<file path="src/rtl/core_pkg.sv">
// Shared RV32I core definitions: instruction constants,
// data width and the fetch-stage state encoding.
package core_pkg;

  localparam int XLEN = 32;

  localparam logic [XLEN-1:0] NOP_INST    = 32'h0000_0013;
  localparam logic [XLEN-1:0] EBREAK_INST = 32'h0010_0073;

  typedef enum logic [1:0] {
    BOOT,
    RUN,
    HALT
  } fetch_state_e;

endpackage

</file>
<file path="src/rtl/next_pc_sel.sv">
// Next-PC target mux for the fetch stage: sequential, PC-relative
// and register-indirect targets plus misaligned-redirect detection.
module next_pc_sel
  import core_pkg::*;
(
  input  logic [XLEN-1:0] pc,
  input  logic            branch_taken,
  input  logic            jal,
  input  logic            jalr,
  input  logic [XLEN-1:0] imm32,
  input  logic [XLEN-1:0] rs1_data,
  output logic [XLEN-1:0] pc_plus4,
  output logic [XLEN-1:0] target,
  output logic            redirect,
  output logic            misaligned
);

  logic [XLEN-1:0] rel_tgt;
  logic [XLEN-1:0] ind_tgt;

  always_comb begin
    pc_plus4 = pc + 32'd4;
    rel_tgt  = pc + imm32;
    ind_tgt  = (rs1_data + imm32) & ~32'h1;
    redirect = branch_taken | jal | jalr;

    // jalr wins when decode raises more than one redirect
    if (jalr) begin
      target = ind_tgt;
    end else if (branch_taken | jal) begin
      target = rel_tgt;
    end else begin
      target = pc_plus4;
    end

    misaligned = redirect & (target[1:0] != 2'b00);
  end

endmodule

</file>
<file path="src/rtl/instruction_fetch.sv">
// RV32I fetch stage: PC register, boot/run/halt control,
// synchronous BRAM addressing and retired-instruction count.
module instruction_fetch
  import core_pkg::*;
#(
  parameter int              IMEM_AW  = 14,
  parameter logic [XLEN-1:0] RESET_PC = 32'h0000_0000
) (
  input  logic               clk,
  input  logic               rst,
  input  logic               stall,
  input  logic               branch_taken,
  input  logic               jal,
  input  logic               jalr,
  input  logic [XLEN-1:0]    imm32,
  input  logic [XLEN-1:0]    rs1_data,
  output logic [IMEM_AW-1:0] imem_addr,
  input  logic [XLEN-1:0]    imem_rdata,
  output logic [XLEN-1:0]    inst,
  output logic [XLEN-1:0]    pc,
  output logic [XLEN-1:0]    pc_plus4,
  output logic               inst_valid,
  output logic               halted,
  output logic               fault,
  output logic [XLEN-1:0]    retired
);

  fetch_state_e    state_q, state_d;
  logic [XLEN-1:0] pc_q, pc_d;
  logic [XLEN-1:0] retired_q, retired_d;
  logic            fault_q, fault_d;

  logic [XLEN-1:0] next_pc;
  logic [XLEN-1:0] target;
  logic            redirect;
  logic            misaligned;
  logic            unused_pc_bits;

  next_pc_sel u_next_pc_sel (
    .pc           (pc_q),
    .branch_taken (branch_taken),
    .jal          (jal),
    .jalr         (jalr),
    .imm32        (imm32),
    .rs1_data     (rs1_data),
    .pc_plus4     (pc_plus4),
    .target       (target),
    .redirect     (redirect),
    .misaligned   (misaligned)
  );

  always_comb begin
    state_d    = state_q;
    pc_d       = pc_q;
    retired_d  = retired_q;
    fault_d    = fault_q;
    next_pc    = pc_q;
    inst       = NOP_INST;
    inst_valid = 1'b0;

    unique case (state_q)
      BOOT: begin
        state_d = RUN;
        next_pc = RESET_PC;
      end
      RUN: begin
        inst       = imem_rdata;
        inst_valid = 1'b1;
        if (!stall) begin
          if (imem_rdata == EBREAK_INST) begin
            state_d   = HALT;
            retired_d = retired_q + 32'd1;
          end else if (misaligned) begin
            state_d = HALT;
            fault_d = 1'b1;
          end else begin
            next_pc   = target;
            pc_d      = target;
            retired_d = retired_q + 32'd1;
          end
        end
      end
      HALT: begin
        next_pc = pc_q;
      end
      default: begin
        state_d = BOOT;
      end
    endcase
  end

  // BRAM is addressed with the next PC so its data lines up with pc_q
  assign imem_addr = next_pc[IMEM_AW+1:2];
  assign unused_pc_bits = ^{redirect, next_pc[XLEN-1:IMEM_AW+2], next_pc[1:0]};

  always_ff @(posedge clk) begin
    if (!rst) begin
      state_q   <= BOOT;
      pc_q      <= RESET_PC;
      retired_q <= '0;
      fault_q   <= 1'b0;
    end else begin
      state_q   <= state_d;
      pc_q      <= pc_d;
      retired_q <= retired_d;
      fault_q   <= fault_d;
    end
  end

  assign pc      = pc_q;
  assign halted  = (state_q == HALT);
  assign fault   = fault_q;
  assign retired = retired_q;

endmodule

</file>
<file path="config.mk">
export PLATFORM = sky130hd
export DESIGN_NAME = instruction_fetch
export DESIGN_NICKNAME = d
export VERILOG_FILES = /design/src/rtl/core_pkg.sv /design/src/rtl/next_pc_sel.sv /design/src/rtl/instruction_fetch.sv
export SDC_FILE = /design/constraint.sdc
export NUM_CORES = 1
export LEC_CHECK = 0
export ABC_AREA = 1
export CELL_PAD_IN_SITES_DETAIL_PLACEMENT = 0
export CELL_PAD_IN_SITES_GLOBAL_PLACEMENT = 2
export CORE_MARGIN = 2
export CORE_UTILIZATION = 26
export DETAILED_ROUTE_END_ITERATION = 12
export PLACE_DENSITY = 0.92
export SLEW_MARGIN = 0
export SYNTH_ARGS = -nofsm -noshare
export SYNTH_HDL_FRONTEND = slang
export SYNTH_SLANG_ARGS = --single-unit
</file>
<file path="constraint.sdc">
create_clock -name clk -period 6.08 [get_ports clk]
set_clock_uncertainty 0.15 [all_clocks]
set_input_delay 0.608 -clock clk [delete_from_list [all_inputs] [get_ports clk]]
set_output_delay 0.608 -clock clk [all_outputs]
set_load 0.01 [all_outputs]
</file>
==> results.md <==
* Status: complete, no violations
* Crit start category: input port
* Final-report setup violation count at 0
* Fin crit share at 81.3%
* Initial DRC count at 1032
* Setup TNS at 0 ns
* Skew-Pair Late Insertion Delay at 0.34 ns
* Hpwl dp at 37400 um
* Final Total Pwr at 1.99 mW
* Die area at 38100 um2
* EDFF count, synth at 0
* Worst-path fanout max at 23
* Crit path cell chain: clkdlybuf4s50_1 > ha_1 > inv_1 > fa_1 > o22ai_2 > o21ai_4 > nand2_4 > nor2_4 > inv_2 > o21ai_0 > nand2_1 > o21ai_0 > clkdlybuf4s50_1
* Wire per inst at 18.0 um
* Yosys cell types at 44
* Worst Setup End Kind: primary output
* H-tree depth at 3
* Dpl cell area at 12400 um2
* Initial antenna violation count at 0
* CTS Buf Count at 9
* Cell count after synthesis at 1772
* Row cnt at 70
* CP startpoint: imm32[0]
* Die Wd at 195 um
* Worst min path class: reg -> reg
* Hold Path Origin: state_q[1]
* Cell Pwr Density at 157 nW/um2
* Period minus WS final at 4.94 ns
* Gr usage total at 22.8%
* Area Overhead vs Synth at 33.4%
* Synth warnings at 0
* Design Area, Final at 12700 um2
* Critical Path Slowest Stage Cell: clkdlybuf4s50_1
* Vias in the first global route at 11044
* Routed Antenna Nets at 0
* Placed Cells at 2456
* Post-CTS setup buffer count at 0
* Clock Path Buffers at 2
* P_leak at 5.82 nW
* Root Buffer: clkbuf_16
* Largest net degree at the start of global routing at 60
* First-pass GRT wire length at 66500 um
* CTS hold repair buffers at 0
* IO Pins at 247
* CP Data Arrival Time at 4.18 ns
* Layout Cells excl Fill at 2472
* WL final at 44500 um
* Largest stage delay, worst path at 0.59 ns
* DR DRC count at 0
* Layout net count at 2166
* Vias post-DR at 11893
* Commonest non-fill, non-tap cell in the layout: nand2_1
* Port Buffers at 246
* Register area share after synthesis at 14.1%
* Core area at 36300 um2
* Fin util at 34.9%
* DR pass1 iterations at 5
* Routability cong. at 0.954
* Post-cts sizing count at 0
* TritonCTS clock tree: done
* R2R Setup Slk at 2.73 ns
* Avg Inst Size Synth at 5.37 um2
* Clk sinks at 67
* Max VDD drop at 0.120 mV
* Required @ worst endpoint at 5.32 ns
* RSZ-0062 raised after global routing: no
* Max Cap Viol at 0
* Mapped Nets at 1939
* Number of diodes at 0
* Max Transition Viols Final at 0
* Final hold vios at 0
* Filler cells at 4044
* Yosys reg bits at 67
* Synthesized cell area at 9510 um2
* Vias/cell at 4.81
* Synth Flop Type: dfxtp_1
* Setup CP Type: in -> out
* Max Clk Rate at 202 MHz
* Worst slew margin at 27.3%
* Share of layout cells above drive strength 1 at 2.50%
* Slew @ Worst Pin at 1.09 ns
* Chip Height at 195 um
* Starting density of the core at 26.2%
* Overflow after GRT at 0
* Critical path's top delay family: buffers and inverters
* Commonest cells after routing, fill and taps aside: 594 x nand2_1, 277 x inv_1, 246 x clkdlybuf4s50_1
* Buf+Inv Stages, Crit Path at 4
* Async SR Flop Fraction at 0%
* CTS clk-pin slew, worst paths at 0.05 ns
==> per-layer routing <==
metal / vias up / routed length [um] / global-route usage [%]
li1: 6109 / - / -
met2: 415 / 19100 / 35.8
met1: 5339 / 21700 / 33.4
met3: 30 / 2710 / 2.73
met5: - / 0 / 0
met4: 0 / 895 / 4.92
==> registers in the layout, summed over array words and instances (netlist names), named ones only <==
register / cells
pc: 30
fault: 1
retired: 32
state_q: 2
==> synthesized netlist by cell type, types with 9 or more instances <==
cell type	instances	share of area (%)
xnor2_1	17	1.6
clkbuf_1	18	0.71
nor4_1	10	0.66
nand3_1	149	7.8
nor3_1	41	2.2
nand2_1	594	23
nand4_1	25	1.6
xor2_1	38	3.5
ha_1	63	8.3
o21ai_0	66	3.5
o21bai_1	9	0.71
nor2_1	173	6.8
dfxtp_1	67	14
a21oi_1	145	7.6
nand3b_1	10	0.79
inv_1	278	11
==> where the power goes <==
| group | internal [mW] | switching (mW) |
|---|---|---|
| clock network | 0.279 | 0.225 |
| logic | 0.382 | 0.588 |
| registers | 0.460 | 0.0561 |
| total | 1.12 | 0.869 |
==> cells by family after synthesis <==
| family | Yosys count | share of synthesized area (%) |
|---|---|---|
| AND/OR/NAND/NOR | 1029 | 45.7 |
| buffers and inverters | 318 | 13.1 |
| AO/OA/AOI/OAI | 238 | 13.3 |
| flip-flops | 67 | 14.1 |
| adder cells (fa/ha/maj) | 65 | 8.71 |
| XOR/XNOR | 55 | 5.07 |
==> through the flow <==
| stage | hold slack (ns) | setup slack [ns] |
|---|---|---|
| 6_report | 0.306 | 1.14 |
| 5_1_grt | 0.321 | 0.943 |
| 4_1_cts | 0.301 | 1.18 |
| 3_5_place_dp | 0.292 | 1.20 |
| 3_3_place_gp | 0.295 | 1.22 |
| 2_1_floorplan | 0.273 | 3.07 |
==> final timing paths <==
check | endpoint | cells after the start
worst max-delay path | imem_addr[10] | 13
worst min-delay path | state_q[0] | 1
worst max register to register | retired[1] | 10
worst min register to register | state_q[0] | 1
==> layout make-up <==
class | instances | area [um2] | area share, %
clock buffers | 9 | 225 | 1.77
well taps | 468 | 586 | 4.61
inverters | 284 | 1070 | 8.42
repair buffers | 250 | 2490 | 19.6
flip-flops and latches | 67 | 1340 | 10.6
clock inverters | 7 | 51.3 | 0.404
multi-input cells | 1387 | 6920 | 54.6
Power figures use the tool's default switching activity.
